==> src/rtl/adder_pkg.sv <==
// Shared definitions for the bit-serial adder: FSM states, default width and
// the counter width helper.
package adder_pkg;

    localparam int DEFAULT_WIDTH = 8;

    typedef enum logic [1:0] {
        IDLE  = 2'd0,
        SHIFT = 2'd1,
        DONE  = 2'd2
    } state_t;

    // One extra bit keeps the counter from wrapping at WIDTH-1 for powers of two.
    function automatic int count_width(input int width);
        return $clog2(width) + 1;
    endfunction

endpackage

==> src/rtl/fa_cell.sv <==
// One-bit full adder built from two half-adder stages; the two stage carries
// can never both be set, so a plain OR combines them.
module fa_cell (
    input  logic x,
    input  logic y,
    input  logic ci,
    output logic s,
    output logic co
);

    logic ha1_s;
    logic ha1_c;
    logic ha2_c;

    assign ha1_s = x ^ y;
    assign ha1_c = x & y;
    assign s     = ha1_s ^ ci;
    assign ha2_c = ha1_s & ci;
    assign co    = ha1_c | ha2_c;

endmodule

==> src/rtl/serial_adder.sv <==
// Bit-serial adder: accepts one operand bundle, adds one bit per cycle through a
// single full-adder cell, then presents the registered sum until consumed.
module serial_adder
    import adder_pkg::*;
#(
    parameter int WIDTH = DEFAULT_WIDTH
) (
    input  logic             clk,
    input  logic             rst,
    input  logic             in_valid,
    output logic             in_ready,
    input  logic [WIDTH-1:0] a,
    input  logic [WIDTH-1:0] b,
    input  logic             cin,
    output logic             out_valid,
    input  logic             out_ready,
    output logic [WIDTH-1:0] sum,
    output logic             cout
);

    localparam int CW = count_width(WIDTH);

    state_t state;
    state_t next_state;

    logic [WIDTH-1:0] a_reg;
    logic [WIDTH-1:0] b_reg;
    logic [WIDTH-1:0] sum_reg;
    logic             carry;
    logic             cout_reg;
    logic [CW-1:0]    count;
    logic             last_bit;
    logic             fa_s;
    logic             fa_co;

    assign last_bit = (count == CW'(WIDTH - 1));

    fa_cell u_fa (
        .x  (a_reg[0]),
        .y  (b_reg[0]),
        .ci (carry),
        .s  (fa_s),
        .co (fa_co)
    );

    always_ff @(posedge clk) begin
        if (rst) begin
            state <= IDLE;
        end else begin
            state <= next_state;
        end
    end

    always_comb begin
        next_state = state;
        in_ready   = 1'b0;
        out_valid  = 1'b0;
        case (state)
            IDLE: begin
                in_ready = 1'b1;
                if (in_valid) begin
                    next_state = SHIFT;
                end
            end
            SHIFT: begin
                if (last_bit) begin
                    next_state = DONE;
                end
            end
            DONE: begin
                out_valid = 1'b1;
                if (out_ready) begin
                    next_state = IDLE;
                end
            end
            default: begin
                next_state = IDLE;
            end
        endcase
    end

    // Sum bits enter at the MSB so that after WIDTH shifts bit 0 sits at the LSB.
    always_ff @(posedge clk) begin
        if (rst) begin
            a_reg    <= '0;
            b_reg    <= '0;
            sum_reg  <= '0;
            carry    <= 1'b0;
            cout_reg <= 1'b0;
            count    <= '0;
        end else begin
            case (state)
                IDLE: begin
                    if (in_valid) begin
                        a_reg <= a;
                        b_reg <= b;
                        carry <= cin;
                        count <= '0;
                    end
                end
                SHIFT: begin
                    sum_reg <= {fa_s, sum_reg[WIDTH-1:1]};
                    a_reg   <= a_reg >> 1;
                    b_reg   <= b_reg >> 1;
                    carry   <= fa_co;
                    count   <= count + CW'(1);
                    if (last_bit) begin
                        cout_reg <= fa_co;
                    end
                end
                default: begin
                end
            endcase
        end
    end

    assign sum  = sum_reg;
    assign cout = cout_reg;

endmodule

==> config.mk <==
export PLATFORM = sky130hd
export DESIGN_NAME = serial_adder
export DESIGN_NICKNAME = d
export VERILOG_FILES = /design/src/rtl/adder_pkg.sv /design/src/rtl/fa_cell.sv /design/src/rtl/serial_adder.sv
export SDC_FILE = /design/constraint.sdc
export NUM_CORES = 1
export LEC_CHECK = 0
export ABC_AREA = 1
export CAP_MARGIN = 20
export CORE_MARGIN = 5
export CORE_UTILIZATION = 33
export CTS_BUF_LIST = sky130_fd_sc_hd__clkbuf_4
export CTS_CLUSTER_DIAMETER = 200
export DETAILED_ROUTE_END_ITERATION = 6
export GPL_TIMING_DRIVEN = 0
export PLACE_DENSITY = 0.62
export RECOVER_POWER = 100
export SYNTH_ARGS = -nofsm -noshare
export SYNTH_HDL_FRONTEND = slang
export SYNTH_SLANG_ARGS = --single-unit
==> constraint.sdc <==
create_clock -name clk -period 2.85 [get_ports clk]
set_input_delay 0.57 -clock clk [delete_from_list [all_inputs] [get_ports clk]]
set_output_delay 0.57 -clock clk [all_outputs]
set_load 0.1 [all_outputs]
# After elaboration in Yosys (flattened, before gate mapping)
# Index checks and enable logic that the tools add are counted.
# Widths: inputs -> output; s select.
[totals] output_inout_bits=11 input_bits=21 reg_bits=32 word_cells=38
[op_classes] mux=14 bitwise=5 add_sub_neg=1 n_reduce_logical=5 eq_ne=6
[ops] cell="$pmux 8 s2" n=2
[ops] cell="$mux 8" n=2
[ops] cell="$pmux 4 s2" n=1
[ops] cell="$mux 2" n=3
[ops] cell="$ne 2x2->1 const B" n=3
[ops] cell="$pmux 2 s3" n=1
[ops] cell="$add 4x1->4 const B" n=1
[ops] cell="$eq 4x3->1 const B" n=1
[ops] cell="$mux 4" n=1
[ops] cell="$reduce_and 2->1" n=2
[ops] cell="$mux 1" n=3
[ops] cell="$reduce_and 3->1" n=1
[ops] cell="$and 1x1->1" n=2
[ops] cell="$eq 2x1->1 const B" n=1
[ops] cell="$eq 2x2->1 const B" n=1
[ops] cell="$logic_not 2->1" n=1
[ops] cell="$pmux 1 s2" n=1
[ops] cell="$reduce_bool 2->1" n=1
[ops] cell="$xor 1x1->1" n=2
[ops] cell="$or 1x1->1" n=1

# Logic depth before layout (Yosys ltp)
# Gate-level depths: netlist of run 1.
[depth] ltp_word=4 mapped_depth=7 mapped_depth_nobuf=7

# Cells and area by module
# From an unflattened synthesis of run 1, not the netlist that was laid out.
[unflattened] hier_cells=211 hier_area_um2=1457.6
[modules_own_cells] mod="serial_adder" cells_each=210 area_per_inst_um2=1437.6 n_inst=1 seq_area_each_um2=640.6
[modules_own_cells] mod="fa_cell" cells_each=1 area_per_inst_um2=20.0 n_inst=1 seq_area_each_um2=0.0

# Least setup slack after synthesis of run 1
# Ideal clock, no wire load.
[synth_timing] kind="reg2out" start="reg state[1]" end="out out_valid" required_time_ns=2.280 stages_incl_launch_ff=3 path_buffers=0 slack_ns=0.546 arrival_ns=1.734 cell_sequence="dfxtp_1 inv_2 nor2_1"
[synth_between] elab_chain_len=2
[synth_rtl] item="start: declaration" line="serial_adder.sv:23" source="state_t state;"
[synth_rtl] item="start signal: assignment" line="serial_adder.sv:50" source="state <= next_state;"
[synth_rtl] item="$eq 2x2->1" line="serial_adder.sv:58" source="case (state)"
[synth_rtl] item="$mux 1" line="serial_adder.sv:58"
[synth_rtl] item="end: declaration" line="serial_adder.sv:15" source="output logic out_valid,"
# Every way passes these cells.

# Final worst setup path of run 1
# Same ends and word-level chain as after synthesis.

==> results of run 1 <==
## power by group
group          switching, mW  leakage [nW]  total (mW)  internal, mW
clock network          0.144        0.0315       0.244         0.100
registers             0.0188         0.263       0.494         0.475
logic                  0.163         0.535       0.236        0.0732
total                  0.325         0.829       0.974         0.649
## worst max-delay path by stage
stage                     end  depth (start not counted)
finish              out_valid                          3
floorplan           out_valid                          2
detailed placement   in_ready                          3
global placement     in_ready                          3
global route        out_valid                          3
CTS                 out_valid                          3
## cells in the mapped netlist (all sizes together)
| cell | count | share of area |
|---|---|---|
| inv | 22 | 0.056 |
| fa | 1 | 0.014 |
| o21ai | 11 | 0.038 |
| dfxtp | 32 | 0.44 |
| nand3 | 29 | 0.099 |
| clkbuf | 2 | 0.0051 |
| a21oi | 8 | 0.033 |
| nand2 | 48 | 0.13 |
| nor2 | 52 | 0.14 |
| buf | 9 | 0.038 |
| ha | 1 | 0.0086 |
## metal layers
metal  GRT usage  routed length (um)  vias to the layer above
li1            -                   -                      739
met1       0.173                1750                      595
met2       0.178                1360                       38
met3      0.0355                 211                        9
met4      0.0664                 103                        0
met5           0                   0                        -
## per-stage QoR
stage               utilization  cell area, um2  setup WS [ns]  power (mW)
finish                    0.424            1830          0.176       0.974
global route              0.424            1830         0.0252        1.03
CTS                       0.432            1870          0.143       0.999
detailed placement        0.420            1820          0.264       0.752
global placement          0.420            1820          0.242       0.751
floorplan                     -            1460          0.546       0.677
## layout by cell type (no fill, tap or decap), drive strengths merged, types with 4 or more instances in the layout
cell type	n
a21oi	8
buf	4
clkbuf	14
clkdlybuf4s50	19
dfxtp	32
dlygate4sd3	9
inv	22
nand2	48
nand3	29
nor2	52
o21ai	11
## final cells by class
type	instances	area share
buffer	11	0.0266
clock buffer	6	0.0246
clock inverter	1	0.00273
inverter	22	0.0450
multi-input combinational	150	0.362
sequential	32	0.349
tap	52	0.0355
timing repair buffer	29	0.155
## logic make-up after synthesis
family          count (synthesis)
buf+inv                        33
fa+ha+maj                       2
compound gates                 19
simple gates                  129
flops                          32
## critical path: stages (launching register included)
cell and delay [ns]:
dfxtp_1 0.41, inv_2 0.07, nor2_1 0.14, clkdlybuf4s50_1 1.16
==> qor.csv, run 1 <==
metric,value,unit
die height,76.6,um
global-route wire length before repair,6040,um
Startpoint Class,flip-flop,
Sink Count,32,
Worst-path clk slew,0.08,ns
n_diodes,0,
register area share after synthesis,0.438,
DR iter-0 viols,40,
R2R Setup Slk,1.14,ns
Final nets,274,
initial antenna violation count,0,
outcome,finished clean,
Die X,76.6,um
Final min period,2.67,ns
max-cap violations,0,
PostCTS Resize Cnt,1,
worst setup path start,state[1],
#FFs+latches synth,32,
worst setup path category,flip-flop to output port,
Min-Delay Path Class,flip-flop to flip-flop,
Port Buffers,29,
drt total wl,3430,um
number of distinct library cells after synthesis,18,
Synthesis Warnings,0,
vias in the first global route,1305,
HP Start,b_reg[7],
CTS Buffer Depth,2,
cell area power density,531,nW/um2
worst hold path depth,2,
Placed Instances,296,
Synth Area in Compound Gates,0.0701,
num ports,32,
CTS tree,yes,
grt ovf,0,
R2R depth,6,
Slew Limit Fails,0,
Num CTS Buffers,5,
Slew headroom,0.234,
FF-to-FF End,count[1],
vias,1381,
synthesized cell area,1460,um2
Post-Syn Area per Cell,6.80,um2
clk root buf,clkbuf_4,
Post-Syn Nets,238,
Pleak,0.829,nW
Fin Setup TNS,0,ns
Final Hold Vio Count,0,
GR Util All Layers,0.127,
largest family of logic cells by synthesized area,simple AND/OR/NAND/NOR gates,
mux cell area share after synthesis,0,
fmax,374,MHz
RR Startpoint,state[0],
worst skew pair latency,0.33,ns
First-pass DRT Iterations,4,
Worst Path Required,2.28,ns
Die ar.,5860,um2
Worst-Margin Slew,1.15,ns
FILL cells,484,
drt drc,0,
hold buffers post-CTS,0,
Crit Path Max Fanout,3,
Setup Buffers After CTS,0,
vias per inst,4.56,
Wirelength per Cell,11.3,um
Clock Skew,0.0112,ns
Final ANT Viol Nets,0,
hpwl dp,2470,um
register cell area after layout,641,um2
period utilisation layout,0.938,
Post-Synth Adder-Cell Area,0.0222,
"Data arrival, critical path",2.10,ns
Site Rows,24,
hold path endpoint,b_reg[7],
xor/xnor cell area share of the yosys netlist,0,
H-tree levels,2,
Mapped Cells,215,
Layout area overhead,25.4,%
hold_ws,0.463,ns
final setup vio count,0,
CP Capture Type,output port,
simple-gate share of the synthesized area,0.370,
unrepaired setup endpoints after global routing,no,
share of layout cells above drive strength 1,0.0677,
largest net degree at the start of global routing,11,
Finished Layout Cells,303,
area of the multi-input gates,663,um2
Initial Util,0.338,
Peak VDD IR,0.239,mV
Placeable Area,4320,um2
RD Place Congestion,0.751,
Power figures use the tool's default switching activity.
==> run 2, diff against run 1 <==
--- a/config.mk
+++ b/config.mk
@@ -15,6 +15,7 @@
 export GPL_TIMING_DRIVEN = 0
 export PLACE_DENSITY = 0.62
 export RECOVER_POWER = 100
+export REMOVE_ABC_BUFFERS = 1
 export SYNTH_ARGS = -nofsm -noshare
 export SYNTH_HDL_FRONTEND = slang
 export SYNTH_SLANG_ARGS = --single-unit
==> constraint.sdc (replaced) <==
create_clock -name clk -period 2.65 [get_ports clk]
set_input_delay 0.53 -clock clk [delete_from_list [all_inputs] [get_ports clk]]
set_output_delay 0.53 -clock clk [all_outputs]
set_load 0.1 [all_outputs]
==> qor.csv, run 2 (synthesized netlist as in run 1, its figures left out) <==
metric,value,unit,change
outcome,finished clean,,
M1 GR Usage,0.140,,-0.0337
unrepaired setup endpoints after global routing,no,,
Layout area overhead,24.0,%,
vias in the first global route,1196,,-8.4%
Worst Path Required,2.12,ns,-0.16 ns
drt total wl,3100,um,-9.5%
Min-Delay Path Class,flip-flop to flip-flop,,
Peak VDD IR,0.289,mV,+21%
Die ar.,5860,um2,unchanged
area of the multi-input gates,667,um2,+0.57%
num ports,32,,unchanged
Sink Count,32,,unchanged
max-cap violations,0,,unchanged
RD Place Congestion,0.713,,-5.1%
hold buffers post-CTS,0,,unchanged
DR iter-0 viols,74,,+85%
global-route wire length before repair,5330,um,-12%
Final ANT Viol Nets,0,,unchanged
Port Buffers,31,,+6.9%
CTS tree,yes,,
Site Rows,24,,unchanged
Worst-Margin Slew,1.16,ns,+0.0103 ns
n_diodes,0,,unchanged
met3 usage,0.0343,,-0.00118
register cell area after layout,641,um2,unchanged
Startpoint Class,flip-flop,,
Crit Path Max Fanout,19,,+16
clk root buf,clkbuf_4,,
hold_ws,0.469,ns,+0.00619 ns
Wirelength per Cell,10.5,um,-7.4%
initial antenna violation count,0,,unchanged
Slew Limit Fails,0,,unchanged
GR Util All Layers,0.110,,-0.0166
Slew headroom,0.228,,-0.00685
die height,76.6,um,unchanged
H-tree levels,2,,unchanged
hpwl dp,2090,um,-16%
setup ws final,0.117,ns,-0.0593 ns
share of layout cells above drive strength 1,0.0574,,-0.0104
Post-Place Setup Slack,0.153,ns,-0.111 ns
drt drc,0,,unchanged
Final Hold Vio Count,0,,unchanged
Die X,76.6,um,unchanged
Fin Setup TNS,0,ns,unchanged
Pleak,0.815,nW,-1.6%
First-pass DRT Iterations,4,,unchanged
CTS Buffer Depth,2,,unchanged
FILL cells,485,,+0.21%
Initial Util,0.338,,unchanged
worst skew pair latency,0.34,ns,about the same
largest net degree at the start of global routing,20,,+9
vias per inst,4.46,,-2.2%
Placement Cell Area,1790,um2,-1.4%
Placeable Area,4320,um2,unchanged
final setup vio count,0,,unchanged
Worst-path clk slew,0.11,ns,+0.03 ns
Clock Skew,0.0157,ns,+0.00454 ns
most frequent cells in the layout,"nor2_1 (51), nand2_1 (45), dfxtp_1 (32)",,
"most common cell after layout, fill and taps aside",nor2_1,,
Final min period,2.53,ns,
Final nets,266,,-2.9%
grt ovf,0,,unchanged
period utilisation layout,0.956,,
worst setup path category,flip-flop to output port,,
Num CTS Buffers,5,,unchanged
cell area power density,574,nW/um2,+8.2%
post-route cell area,1810,um2,-1.2%
CP Capture Type,output port,,
GR Layer Usage met2,0.173,,-0.00514
vias,1319,,-4.5%
"Data arrival, critical path",2.00,ns,-0.10 ns
GRT Max-Usage Layer,met2,,
fmax,395,MHz,
## run 2: layer usage
layer	part of all wire	vias to the layer above
li1	-	727
met1	0.50	555
met2	0.43	30
met3	0.059	7
met4	0.016	0
met5	0	-
## run 2: through the flow
stage | power, mW | utilization | instances
2_1_floorplan | 0.712 | - | 204
3_3_place_gp | 0.795 | 0.410 | 287
3_5_place_dp | 0.800 | 0.414 | 288
4_1_cts | 1.07 | 0.426 | 296
5_1_grt | 1.11 | 0.419 | 296
6_report | 1.04 | 0.419 | 296
## run 2: cell type report
cell class | instances | area share
clock buffers | 5 | 0.0207
clock inverters | 3 | 0.00759
inverters | 22 | 0.0455
multi-input cells | 150 | 0.368
flip-flops and latches | 32 | 0.353
well taps | 52 | 0.0359
repair buffers | 32 | 0.169
## run 2: repair_timing
action	4_1_cts	5_1_grt
hold endpoints to repair	0	0
setup buffers	0	0
endpoints found under the setup margin	2	0
resized for setup	2	0
## run 2: worst paths after layout
path                                from       end  slack [ns]  cells after the start
worst max-delay path            state[0]  in_ready        0.12                      2
worst min-delay path            b_reg[7]  b_reg[7]        0.47                      2
worst max register to register  state[0]      cout        0.38                      6
worst min register to register  b_reg[7]  b_reg[7]        0.47                      2
## run 2: power by group
part           switching [mW]  internal (mW)
Combinational           0.169         0.0752
Sequential             0.0189          0.511
Clock                   0.170         0.0973
Total                   0.358          0.684
## run 2: critical path, cell delays in order, from the launching register on
cell and delay [ns]:
dfxtp_1 0.38, nor2_4 0.37, dlygate4sd2_1 0.91
